==> config.mk <==
export PLATFORM = sky130hd
export DESIGN_NAME = twowire_dtm_payload_engine
export DESIGN_NICKNAME = d
export VERILOG_FILES = /design/src/rtl/twowire_dtm_pkg.sv /design/src/rtl/twowire_dtm_bus_master.sv /design/src/rtl/twowire_dtm_payload_engine.sv
export SDC_FILE = /design/constraint.sdc
export NUM_CORES = 1
export LEC_CHECK = 0
export ABC_AREA = 1
export ABC_CLOCK_PERIOD_IN_PS = 3300
export CAP_MARGIN = 30
export CORE_ASPECT_RATIO = 0.5
export CORE_MARGIN = 2
export CORE_UTILIZATION = 40
export CTS_CLUSTER_SIZE = 25
export DETAILED_ROUTE_END_ITERATION = 10
export MAX_ROUTING_LAYER = met4
export SYNTH_ARGS = -nofsm -noshare
export SYNTH_HDL_FRONTEND = slang
export SYNTH_SLANG_ARGS = --single-unit
==> constraint.sdc <==
create_clock -name dck -period 3.3 [get_ports dck]
set_input_delay 0.495 -clock dck [delete_from_list [all_inputs] [get_ports dck]]
set_output_delay 0.495 -clock dck [all_outputs]
set_load 0.05 [all_outputs]
==> src/rtl/twowire_dtm_pkg.sv <==
// Shared DTM definitions: command codes, payload lengths, CSR layout and IDCODE.
// Also holds the command decode and payload-length helpers used by the engine.
package twowire_dtm_pkg;

  localparam logic [31:0] CMD_DISCONNECT = 32'h0;
  localparam logic [31:0] CMD_R_IDCODE   = 32'h1;
  localparam logic [31:0] CMD_R_CSR      = 32'h2;
  localparam logic [31:0] CMD_W_CSR      = 32'h3;
  localparam logic [31:0] CMD_W_ADDR     = 32'h5;
  localparam logic [31:0] CMD_W_DATA     = 32'h6;
  localparam logic [31:0] CMD_R_DATA     = 32'h7;

  localparam int LEN_DISCONNECT = 8;
  localparam int LEN_WORD       = 32;
  localparam int LEN_OTHER      = 8;

  localparam int CSR_BUSY     = 0;
  localparam int CSR_BUS_ERR  = 1;
  localparam int CSR_BUSY_ERR = 2;
  localparam int CSR_AUTOINC  = 3;

  localparam logic [31:0] IDCODE = 32'h0000_0f01;

  localparam int CNT_W = 5;

  typedef enum logic [1:0] {
    ST_IDLE,
    ST_ACTIVE,
    ST_COMMIT
  } dtm_state_e;

  typedef enum logic [2:0] {
    OP_DISCONNECT,
    OP_R_IDCODE,
    OP_R_CSR,
    OP_W_CSR,
    OP_W_ADDR,
    OP_W_DATA,
    OP_R_DATA,
    OP_OTHER
  } dtm_op_e;

  function automatic dtm_op_e decode_cmd(input logic [31:0] code);
    dtm_op_e op;
    case (code)
      CMD_DISCONNECT: op = OP_DISCONNECT;
      CMD_R_IDCODE:   op = OP_R_IDCODE;
      CMD_R_CSR:      op = OP_R_CSR;
      CMD_W_CSR:      op = OP_W_CSR;
      CMD_W_ADDR:     op = OP_W_ADDR;
      CMD_W_DATA:     op = OP_W_DATA;
      CMD_R_DATA:     op = OP_R_DATA;
      default:        op = OP_OTHER;
    endcase
    return op;
  endfunction

  // Counter load value: the bit counter runs from length-1 down to 0.
  function automatic logic [CNT_W-1:0] payload_last(input dtm_op_e op);
    int len;
    case (op)
      OP_DISCONNECT: len = LEN_DISCONNECT;
      OP_OTHER:      len = LEN_OTHER;
      default:       len = LEN_WORD;
    endcase
    return CNT_W'(len - 1);
  endfunction

endpackage

==> src/rtl/twowire_dtm_bus_master.sv <==
// Bus-side handshake of the DTM: address register, request/ack, read data buffer,
// autoincrement and busy/bus error detection.
module twowire_dtm_bus_master
  import twowire_dtm_pkg::*;
(
  input  logic        dck,
  input  logic        drst,
  input  logic        addr_load,
  input  logic [31:0] addr_value,
  input  logic        wr_start,
  input  logic        rd_start,
  input  logic [31:0] wr_value,
  input  logic        autoinc,
  input  logic        suppress,
  input  logic        bus_ack,
  input  logic        bus_err,
  input  logic [31:0] bus_rdata,
  output logic [31:0] bus_addr,
  output logic [31:0] bus_wdata,
  output logic        bus_write,
  output logic        bus_req,
  output logic [31:0] data_buf,
  output logic        busy,
  output logic        set_bus_err,
  output logic        set_busy_err
);

  logic [31:0] addr_q;
  logic        ack_seen;
  logic        start;
  logic        launch;

  // An ack arriving while idle (e.g. after a reset mid-transfer) is ignored.
  assign ack_seen     = bus_req && bus_ack;
  assign start        = wr_start || rd_start;
  assign launch       = start && !suppress && !(bus_req && !bus_ack);
  assign set_bus_err  = ack_seen && bus_err;
  assign set_busy_err = start && !suppress && bus_req && !bus_ack;
  assign busy         = bus_req;
  assign bus_addr     = addr_q;

  always_ff @(posedge dck) begin
    if (drst) begin
      addr_q    <= '0;
      bus_req   <= 1'b0;
      bus_write <= 1'b0;
      bus_wdata <= '0;
      data_buf  <= '0;
    end else begin
      if (ack_seen) begin
        bus_req <= 1'b0;
        if (!bus_write) begin
          data_buf <= bus_rdata;
        end
        if (autoinc) begin
          addr_q <= addr_q + 32'd4;
        end
      end
      if (addr_load) begin
        addr_q <= addr_value;
      end
      if (launch) begin
        bus_req   <= 1'b1;
        bus_write <= wr_start;
        if (wr_start) begin
          bus_wdata <= wr_value;
        end
      end
    end
  end

endmodule

==> src/rtl/twowire_dtm_payload_engine.sv <==
// DTM payload engine: shifts command payloads in/out bit-serially and commits
// completed writes to the address, CSR and bus master.
//
//   state     | meaning
//   ST_IDLE   | no payload in progress
//   ST_ACTIVE | payload bits being exchanged, counter tracks remaining bits
//   ST_COMMIT | final bit taken; commit side effects land at the end of this cycle
module twowire_dtm_payload_engine
  import twowire_dtm_pkg::*;
#(
  parameter int W_CMD = 4
) (
  input  logic             dck,
  input  logic             drst,
  input  logic             connected,
  input  logic [W_CMD-1:0] cmd,
  input  logic             cmd_vld,
  output logic             cmd_payload_end,
  input  logic             parity_err,
  input  logic             wdata,
  input  logic             wdata_vld,
  output logic             rdata,
  input  logic             rdata_rdy,
  output logic             disconnect_req,
  output logic [31:0]      bus_addr,
  output logic [31:0]      bus_wdata,
  output logic             bus_write,
  output logic             bus_req,
  input  logic             bus_ack,
  input  logic             bus_err,
  input  logic [31:0]      bus_rdata
);

  dtm_state_e       state_q;
  dtm_state_e       state_d;
  dtm_op_e          op_q;
  dtm_op_e          cmd_op;
  logic             wr_q;
  logic             cmd_wr;
  logic [CNT_W-1:0] cnt_q;
  logic [31:0]      sr_q;
  logic [31:0]      rd_src;
  logic [31:0]      csr_rd;
  logic [31:0]      data_buf;
  logic             load;
  logic             step;
  logic             handshake;
  logic             abort;
  logic             commit;
  logic             autoinc_q;
  logic             bus_err_q;
  logic             busy_err_q;
  logic             busy;
  logic             set_bus_err;
  logic             set_busy_err;
  logic             addr_load;
  logic             wr_start;
  logic             rd_start;

  assign cmd_op    = decode_cmd(32'(cmd));
  // Even popcount marks a write command.
  assign cmd_wr    = ~^cmd;
  assign handshake = wr_q ? wdata_vld : rdata_rdy;
  assign abort     = parity_err || !connected;
  assign commit    = (state_q == ST_COMMIT);

  assign cmd_payload_end = (state_q == ST_ACTIVE) && (cnt_q == '0);
  assign rdata           = sr_q[0];

  always_ff @(posedge dck) begin
    if (drst) begin
      state_q <= ST_IDLE;
    end else begin
      state_q <= state_d;
    end
  end

  always_comb begin
    state_d = state_q;
    load    = 1'b0;
    step    = 1'b0;
    case (state_q)
      ST_IDLE: begin
        if (cmd_vld) begin
          state_d = ST_ACTIVE;
          load    = 1'b1;
        end
      end
      ST_ACTIVE: begin
        if (abort) begin
          state_d = ST_IDLE;
        end else if (cmd_vld) begin
          load = 1'b1;
        end else if (handshake) begin
          step = 1'b1;
          if (cnt_q == '0) begin
            state_d = ST_COMMIT;
          end
        end
      end
      ST_COMMIT: begin
        if (cmd_vld) begin
          state_d = ST_ACTIVE;
          load    = 1'b1;
        end else begin
          state_d = ST_IDLE;
        end
      end
      default: state_d = ST_IDLE;
    endcase
  end

  always_comb begin
    csr_rd               = '0;
    csr_rd[CSR_BUSY]     = busy;
    csr_rd[CSR_BUS_ERR]  = bus_err_q;
    csr_rd[CSR_BUSY_ERR] = busy_err_q;
    csr_rd[CSR_AUTOINC]  = autoinc_q;
  end

  always_comb begin
    rd_src = '0;
    case (cmd_op)
      OP_R_IDCODE: rd_src = IDCODE;
      OP_R_CSR:    rd_src = csr_rd;
      OP_R_DATA:   rd_src = data_buf;
      default:     rd_src = '0;
    endcase
  end

  // Writes and reads share one right-shifting register; reads zero-fill from the top.
  always_ff @(posedge dck) begin
    if (drst) begin
      op_q  <= OP_OTHER;
      wr_q  <= 1'b0;
      cnt_q <= '0;
      sr_q  <= '0;
    end else if (load) begin
      op_q  <= cmd_op;
      wr_q  <= cmd_wr;
      cnt_q <= payload_last(cmd_op);
      sr_q  <= cmd_wr ? '0 : rd_src;
    end else if (step) begin
      if (cnt_q != '0) begin
        cnt_q <= cnt_q - CNT_W'(1);
      end
      sr_q <= {wr_q & wdata, sr_q[31:1]};
    end
  end

  // Error sets win over a same-cycle W1C clear so no event is lost.
  always_ff @(posedge dck) begin
    if (drst) begin
      autoinc_q      <= 1'b0;
      bus_err_q      <= 1'b0;
      busy_err_q     <= 1'b0;
      disconnect_req <= 1'b0;
    end else begin
      disconnect_req <= commit && (op_q == OP_DISCONNECT);
      if (commit && (op_q == OP_W_CSR)) begin
        autoinc_q <= sr_q[CSR_AUTOINC];
        if (sr_q[CSR_BUS_ERR]) begin
          bus_err_q <= 1'b0;
        end
        if (sr_q[CSR_BUSY_ERR]) begin
          busy_err_q <= 1'b0;
        end
      end
      if (set_bus_err) begin
        bus_err_q <= 1'b1;
      end
      if (set_busy_err) begin
        busy_err_q <= 1'b1;
      end
    end
  end

  assign addr_load = commit && (op_q == OP_W_ADDR);
  assign wr_start  = commit && (op_q == OP_W_DATA);
  assign rd_start  = commit && (op_q == OP_R_DATA);

  twowire_dtm_bus_master u_bus_master (
    .dck          (dck),
    .drst         (drst),
    .addr_load    (addr_load),
    .addr_value   (sr_q),
    .wr_start     (wr_start),
    .rd_start     (rd_start),
    .wr_value     (sr_q),
    .autoinc      (autoinc_q),
    .suppress     (bus_err_q || busy_err_q),
    .bus_ack      (bus_ack),
    .bus_err      (bus_err),
    .bus_rdata    (bus_rdata),
    .bus_addr     (bus_addr),
    .bus_wdata    (bus_wdata),
    .bus_write    (bus_write),
    .bus_req      (bus_req),
    .data_buf     (data_buf),
    .busy         (busy),
    .set_bus_err  (set_bus_err),
    .set_busy_err (set_busy_err)
  );

endmodule
Yosys cells after proc, flatten, opt, wreduce, memory -nomap -nowiden
Index checks and enable logic that the tools add are counted.

Bits in registers: 145. Bits of input ports: 46. Output and inout port bits: 69. Word-level logic and storage cells: 121.

Add/sub/neg operators: 3. Eq/ne operators: 20. Multiplexer cells: 37. Bitwise logic cells: 2. Reductions and logical operators: 45.

Operators with widths (number): $mux 32 (6); $pmux 32 s3 (1); $add 32x3->32 const B (1); $mux 5 (5); $pmux 3 s7 (1); $reduce_bool 2->1 (9); $mux 1 (16); $eq 3x3->1 const B (5); $logic_and 1x1->1 (13); $eq 4x3->1 const B (3); $reduce_and 2->1 (6); $mux 2 (5); $eq 4x2->1 const B (2); $eq 3x2->1 const B (2); $logic_not 3->1 (2); $ne 3x3->1 const B (2); $pmux 2 s3 (1); $logic_not 5->1 (1); $reduce_bool 5->1 (1); $sub 5x1->5 const B (1); $sub 5x2->5 const B (1); $eq 4x1->1 const B (1); $logic_not 1->1 (4); $logic_not 4->1 (1); 14 further kinds (17).

Logic depth before layout (Yosys ltp)
Depth in word-level cells: 9. Depth in mapped cells: 13.

Modules after synthesis
From an unflattened synthesis, not the netlist that was laid out.

Cells, all modules: 1014. Area, all modules: 7045.5 um2.

By module, submodules not included: twowire_dtm_bus_master (instances 1, cells an instance 659, area an instance 4555.6 um2); twowire_dtm_payload_engine (instances 1, cells an instance 355, area an instance 2489.9 um2).

Worst setup path after synthesis
OpenSTA, ideal clock, no wires.

Path type: register to output. Start point: register cnt_q[0]. End point: output port cmd_payload_end. Arrival time: 1.784 ns. Required time: 2.805 ns. Setup slack: 1.021 ns. Stages on the path, launching flop included: 5. Cells stage by stage: dfxtp_1 inv_1 ha_1 nand3_1 nor3_1.

Longest elaborated chain between the ends: 2.

Ends and longest elaborated chain: start, declared (line twowire_dtm_payload_engine.sv:40) `logic [CNT_W-1:0] cnt_q;`; start signal, assigned (line twowire_dtm_payload_engine.sv:141) `cnt_q <= payload_last(cmd_op);`; start signal, assigned (line twowire_dtm_payload_engine.sv:145) `cnt_q <= cnt_q - CNT_W'(1);`; $logic_not 5->1 (line twowire_dtm_payload_engine.sv:67) `assign cmd_payload_end = (state_q == ST_ACTIVE) && (cnt_q == '0);`; $logic_and 1x1->1 (line twowire_dtm_payload_engine.sv:67); end, declared (line twowire_dtm_payload_engine.sv:18) `output logic cmd_payload_end,`.

No other way between the ends.

Worst setup path in the final report
Same ends and word-level chain as after synthesis.

==> metrics.md <==
| Metric | Value |
|---|---|
| Commonest cells post-synth | nand2_1 (234), nor2_1 (148), dfxtp_1 (145), o21ai_0 (129), a21oi_1 (87) |
| Die area | 18,500 um^2 |
| Core Region | 17,200 um^2 |
| Area grow syn2layout | 27.1% |
| Max_cap viols | 0 |
| GRT Residual Overflow | 0 |
| Sequential area share after synthesis | 41.8% |
| Post-DR vias/cell | 5.19 |
| Status | finished, final reports clean |
| Async SR Flop Fraction | 0% |
| DR vias | 7,013 |
| Vias in the first global route | 6,367 |
| Die X-Extent | 190 um |
| Largest net degree at the start of global routing | 86 |
| Clk buf depth | 2 |
| Layout cell share with drive strength beyond 1 | 7.33% |
| HP Class | register to register |
| CTS H-Tree Depth | 4 |
| Final HPWL DP | 14,800 um |
| Post-Synthesis Net Count | 1,068 |
| Number of fill cells | 1,731 |
| #FFs+latches synth | 145 |
| Count of cell types in the netlist | 33 |
| Kind of end point of the critical path | output port |
| Hold slack | 463 ps |
| Count leader, synth | nand2_1 |
| Starting density of the core | 40.4% |
| Crit-path max FO | 7 |
| Hold buffers post-CTS | 0 |
| Cts bufs inserted | 17 |
| 1st-iter DRT viols | 579 |
| Clock root buffer master | clkbuf_16 |
| Area of placed instances | 8240 um^2 |
| EDFF count, synth | 0 |
| Crit path DAT | 2310 ps |
| NumNets Final | 1,161 |
| I/O pin count | 115 |
| DRC viols | 0 |
| Skew final | 10.8 ps |
| Syn. warnings | 0 |
| Antenna cells | 0 |
| Final setup vio count | 0 |
| Total global-route track usage | 24.0% |
| Syn Inst Count | 1,012 |
| Power Density | 466 nW/um^2 |
| RSZ-0062 raised after global routing | false |
| Final hold vios | 0 |
| Fmax | 357 MHz |
| Main flop type after synthesis | dfxtp_1 |
| Mean Syn Cell Area | 6.87 um^2 |
| Peak supply drop | 0.363 mV |
| Clock Latency Late Sink | 420 ps |
| Post_cts resized | 0 |
| Yosys top cell by area | dfxtp_1 |
| Post-route core utilization | 51.4% |
| Slew Viols, Final | 0 |
| Period Utilization, post-route | 85.0% |
| GPL Wtd Cong | 0.889 |
| Setup Crit Path Kind | register to output port |
| Antenna violations before repair | 0 |
| Post CTS Setup Buffer Count | 0 |
| Fin area | 8840 um^2 |
| Mapped Area | 6950 um^2 |
| Crit path launch type | register |
| Max-slew headroom | 36.9% |
| Clk sinks | 145 |
| Data required, critical path | 2800 ps |
| Share of the synthesized area in the top cell type | 41.8% |
| Final min period | 2800 ps |
| Leak pwr | 0.00336 uW |
| Top cells by area, synth | dfxtp_1 (42%), nand2_1 (13%), o21ai_0 (9.3%), nor2_1 (8.0%), a21oi_1 (6.3%) |
| Post-route ant nets | 0 |
| First-pass GRT wire length | 34,100 um |
| CTS tree | built |
| Register clock-pin slew on the reported worst setup and hold paths | 70 ps |
| I/O Buffers | 114 |
| Avg WL per Cell | 15.8 um |
| Site Rows | 34 |
| Initial DRT Pass Iterations | 5 |
| Setup TNS | 0 ps |
| Worst-margin pin slew | 945 ps |
| Chip height | 97.2 um |
| Final WL | 21,400 um |
-- cells in the final DEF, fill, tap and decap left out, types with 3 or more instances in the layout --
master / synthesis / final
nor3_1: 6 / 6
a21oi_2: 11 / 11
o211ai_1: 3 / 3
buf_4: 1 / 15
nand2_2: 12 / 12
a21oi_1: 87 / 87
inv_1: 63 / 62
ha_1: 10 / 10
nand2_1: 234 / 234
clkdlybuf4s50_1: 0 / 113
nand4_1: 37 / 37
a31oi_1: 4 / 4
xor2_1: 11 / 11
inv_6: 0 / 6
nand3_1: 41 / 41
nor2_1: 148 / 147
dfxtp_1: 145 / 145
clkbuf_16: 0 / 17
o21ai_0: 129 / 129
-- cell families after synthesis --
group / Yosys count / synth area share, %
XOR/XNOR: 12 / 1.51
AND/OR/NAND/NOR: 489 / 29.9
buffers and inverters: 119 / 7.15
flip-flops: 145 / 41.8
AO/OA/AOI/OAI: 237 / 17.9
adder cells (fa/ha/maj): 10 / 1.80
-- layout make-up --
type | instances | area (um^2) | share of cell area (%)
clock buffer | 17 | 425 | 4.81
inverter | 64 | 240 | 2.72
timing repair buffer | 129 | 1250 | 14.1
clock inverter | 15 | 173 | 1.95
tap | 234 | 293 | 3.31
sequential | 145 | 2900 | 32.9
multi-input combinational | 748 | 3550 | 40.2
-- critical path, stage by stage, from the launching register on --
cell and delay, ps:
dfxtp_1 310, inv_1 110, ha_1 170, nand3_1 240, nor3_1 220, clkdlybuf4s50_1 830
-- where the power goes --
group / leakage (uW) / internal (uW) / total [uW] / switching, uW
Clock: 0.000289 / 1140 / 1970 / 831
Sequential: 0.00118 / 1790 / 1850 / 60.6
Combinational: 0.00190 / 115 / 293 / 178
Total: 0.00336 / 3050 / 4120 / 1070
-- stage by stage --
stage	power [uW]	cells	setup slack, ps
final	4120	1352	496
after global routing	4270	1352	333
after CTS	4140	1352	508
after detailed placement	2180	1320	421
after global placement	2170	1320	490
after floorplan	2050	1012	1020
-- path summary, 6_finish.rpt --
check	cells past startpoint	startpoint	to	slack, ps
setup / recovery	5	cnt_q[0]$_SDFFE_PP0P_	cmd_payload_end	500
hold / removal	2	u_bus_master.bus_wdata[30]$_SDFFE_PP0P_	u_bus_master.bus_wdata[30]$_SDFFE_PP0P_	460
setup reg to reg	8	state_q[1]$_SDFFE_PP0P_	u_bus_master.bus_wdata[8]$_SDFFE_PP0P_	930
hold reg to reg	2	u_bus_master.bus_wdata[30]$_SDFFE_PP0P_	u_bus_master.bus_wdata[30]$_SDFFE_PP0P_	460
-- registers in the layout, indices dropped and copies added (netlist names) --
signal and cells:
state_q 2, disconnect_req 1, busy_err_q 1, u_bus_master.bus_wdata 32, sr_q 32, u_bus_master.data_buf 32
u_bus_master.bus_write 1, bus_err_q 1, cnt_q 5, autoinc_q 1, u_bus_master.bus_req 1, op_q 3
wr_q 1, u_bus_master.bus_addr 32
-- layer usage --
layer	up-vias	routed length [um]	track usage (%)
met1	3234	10800	35.8
met4	0	255	5.72
met2	237	8830	33.3
met5	-	0	-
li1	3515	-	-
met3	27	1560	3.97
(Power assumes the default switching activity.)
==> RTL edit, RTL diff (same flow settings) <==
Change the parameter `W_CMD` from 4 to 3.
--- a/src/rtl/twowire_dtm_payload_engine.sv
+++ b/src/rtl/twowire_dtm_payload_engine.sv
@@ -10,3 +10,3 @@
 #(
-  parameter int W_CMD = 4
+  parameter int W_CMD = 3
 ) (
Ports: changed (resized cmd); port bits go from 115 to 114. No check against the original RTL was run, so the function may have changed too.
==> RTL edit against the original RTL <==
Sequential cell count unchanged. Area after synthesis fell by 2.9%. Final area decreased by 1.1%. Total power increased by 1.4%. Wire length shrank 5.7%. Hold slack worse by 0.0047 ns. Clock power increased by 4%. Sequential share of layout area up 0.37 points. Count of clock-buffer cells in the layout unchanged. Maximum frequency rose by 7.8%. Setup slack gained 0.20 ns. Global-route usage is 0.37 points lower. Critical path type unchanged. Largest power group unchanged.
==> RTL edit: results (changes against the original RTL) <==
DRT
-----------------------------------------------------------------------------------------------------
Total Routed Length                                                                          20220 µm   -5.7%
Wire length on met1                                                                          10280 µm   -4.7%
Met2 routed wirelength                                                                        8566 µm   -3.0%
Number of DRC violations after detailed-routing iteration 0                                       511   -12%
Via/cell ratio                                                                                  5.042   -2.8%

STA
-----------------------------------------------------------------------------------------------------
Worst slew margin relative to its limit                                                        51.92%   +15 points
Shortest clock period the worst path allows after layout                                     2.600 ns   -0.2036 ns
Post-route worst hold slack                                                                 0.4583 ns   -0.004686 ns
Worst Skew                                                                                0.009810 ns   -0.0009975 ns

PLACE
-----------------------------------------------------------------------------------------------------
Worst setup slack after placement                                                           0.5492 ns   +0.1286 ns
Total of buffers placed on input and output ports                                                 113   -0.88%
Final HPWL DP                                                                                14300 µm   -3.6%

POWER
-----------------------------------------------------------------------------------------------------
Power drawn by the clock network                                                              2.05 mW   +4%
Maximum resistive drop on vdd                                                             0.0003904 V   +7.7%
Net switching fraction of the power                                                            25.34%   -0.64 points
Leak Pwr                                                                                     3.740 nW   +11%
Internal power summed over all cells                                                         3.114 mW   +2.2%

GLOBAL ROUTING
-----------------------------------------------------------------------------------------------------
Number of global-route vias before repair                                                        6230   -2.2%
Global Route met3 Usage                                                                        3.864%   -0.11 points
Largest net degree at the start of global routing                                                  82   -4.7%
Met2 Resource Use GR                                                                           35.12%   +1.8 points
All-layer global routing usage                                                                 23.61%   -0.37 points

MIN PATH
-----------------------------------------------------------------------------------------------------
Worst Hold Endpoint                                                                      sr_q[21]$_SDFFE_PP0P_
Worst Min Path Start                                                                     u_bus_master.data_buf[21]$_SDFFE_PP0P_

FINISH
-----------------------------------------------------------------------------------------------------
Post-layout net count                                                                            1162   +0.086%
Share of layout cells above drive strength 1                                                   5.615%   -1.7 points

CRITICAL PATH
-----------------------------------------------------------------------------------------------------
Terminus of the critical flop-to-flop path                                               u_bus_master.bus_addr[22]$_SDFFE_PP0P_
Worst Path Max Fanout                                                                               4   -3
R2R cell count                                                                                      9   +1

RUN STATUS
-----------------------------------------------------------------------------------------------------
Run status                                                                               complete, no violations

SYNTHESIS
-----------------------------------------------------------------------------------------------------
Post-synthesis share of cell area spent on full adders, half adders and majority gates         1.594%   -0.21 points
Portion of the post-synthesis area used by sequential elements                                 43.01%   +1.2 points
Area fraction in compound gates after synthesis                                                16.65%   -1.2 points
Count of distinct cell types in the synthesized netlist                                            32   -3.0%
Commonest cells post-synth                                                               220 x sky130_fd_sc_hd__nand2_1, 189 x sky130_fd_sc_hd__nor2_1, 145 x sky130_fd_sc_hd__dfxtp_1, 128 x sky130_fd_sc_hd__o21ai_0, 96 x sky130_fd_sc_hd__inv_1
Area fraction of the dominant cell type after synthesis                                        43.01%   +1.2 points
Post-synthesis net count                                                                         1058   -0.94%

RTL edit: cell count changes after synthesis, sizes merged, moves of 18 or more:
| cell | change |
|---|---|
| a21oi | -27 |
| inv | +39 |
| nand2 | -23 |
| nand3 | -18 |
| nand4 | -22 |
| nor2 | +39 |
RTL edit: critical path, stage by stage, from the launching register on:
cell and delay, ns:
sky130_fd_sc_hd__dfxtp_1 0.31, sky130_fd_sc_hd__inv_1 0.10, sky130_fd_sc_hd__ha_1 0.18, sky130_fd_sc_hd__nand3_1 0.12
sky130_fd_sc_hd__nor2_1 0.15, sky130_fd_sc_hd__clkdlybuf4s50_1 0.82
RTL edit: final cells by class:
cell class | count | area (µm²)
Multi-Input combinational cell | 713 | 3269
Clock inverter | 15 | 197.7
Inverter | 103 | 386.6
Tap cell | 227 | 284.0
Clock buffer | 17 | 425.4
Timing Repair Buffer | 129 | 1271
Sequential cell | 145 | 2903
Fill cell | 1692 | 7696
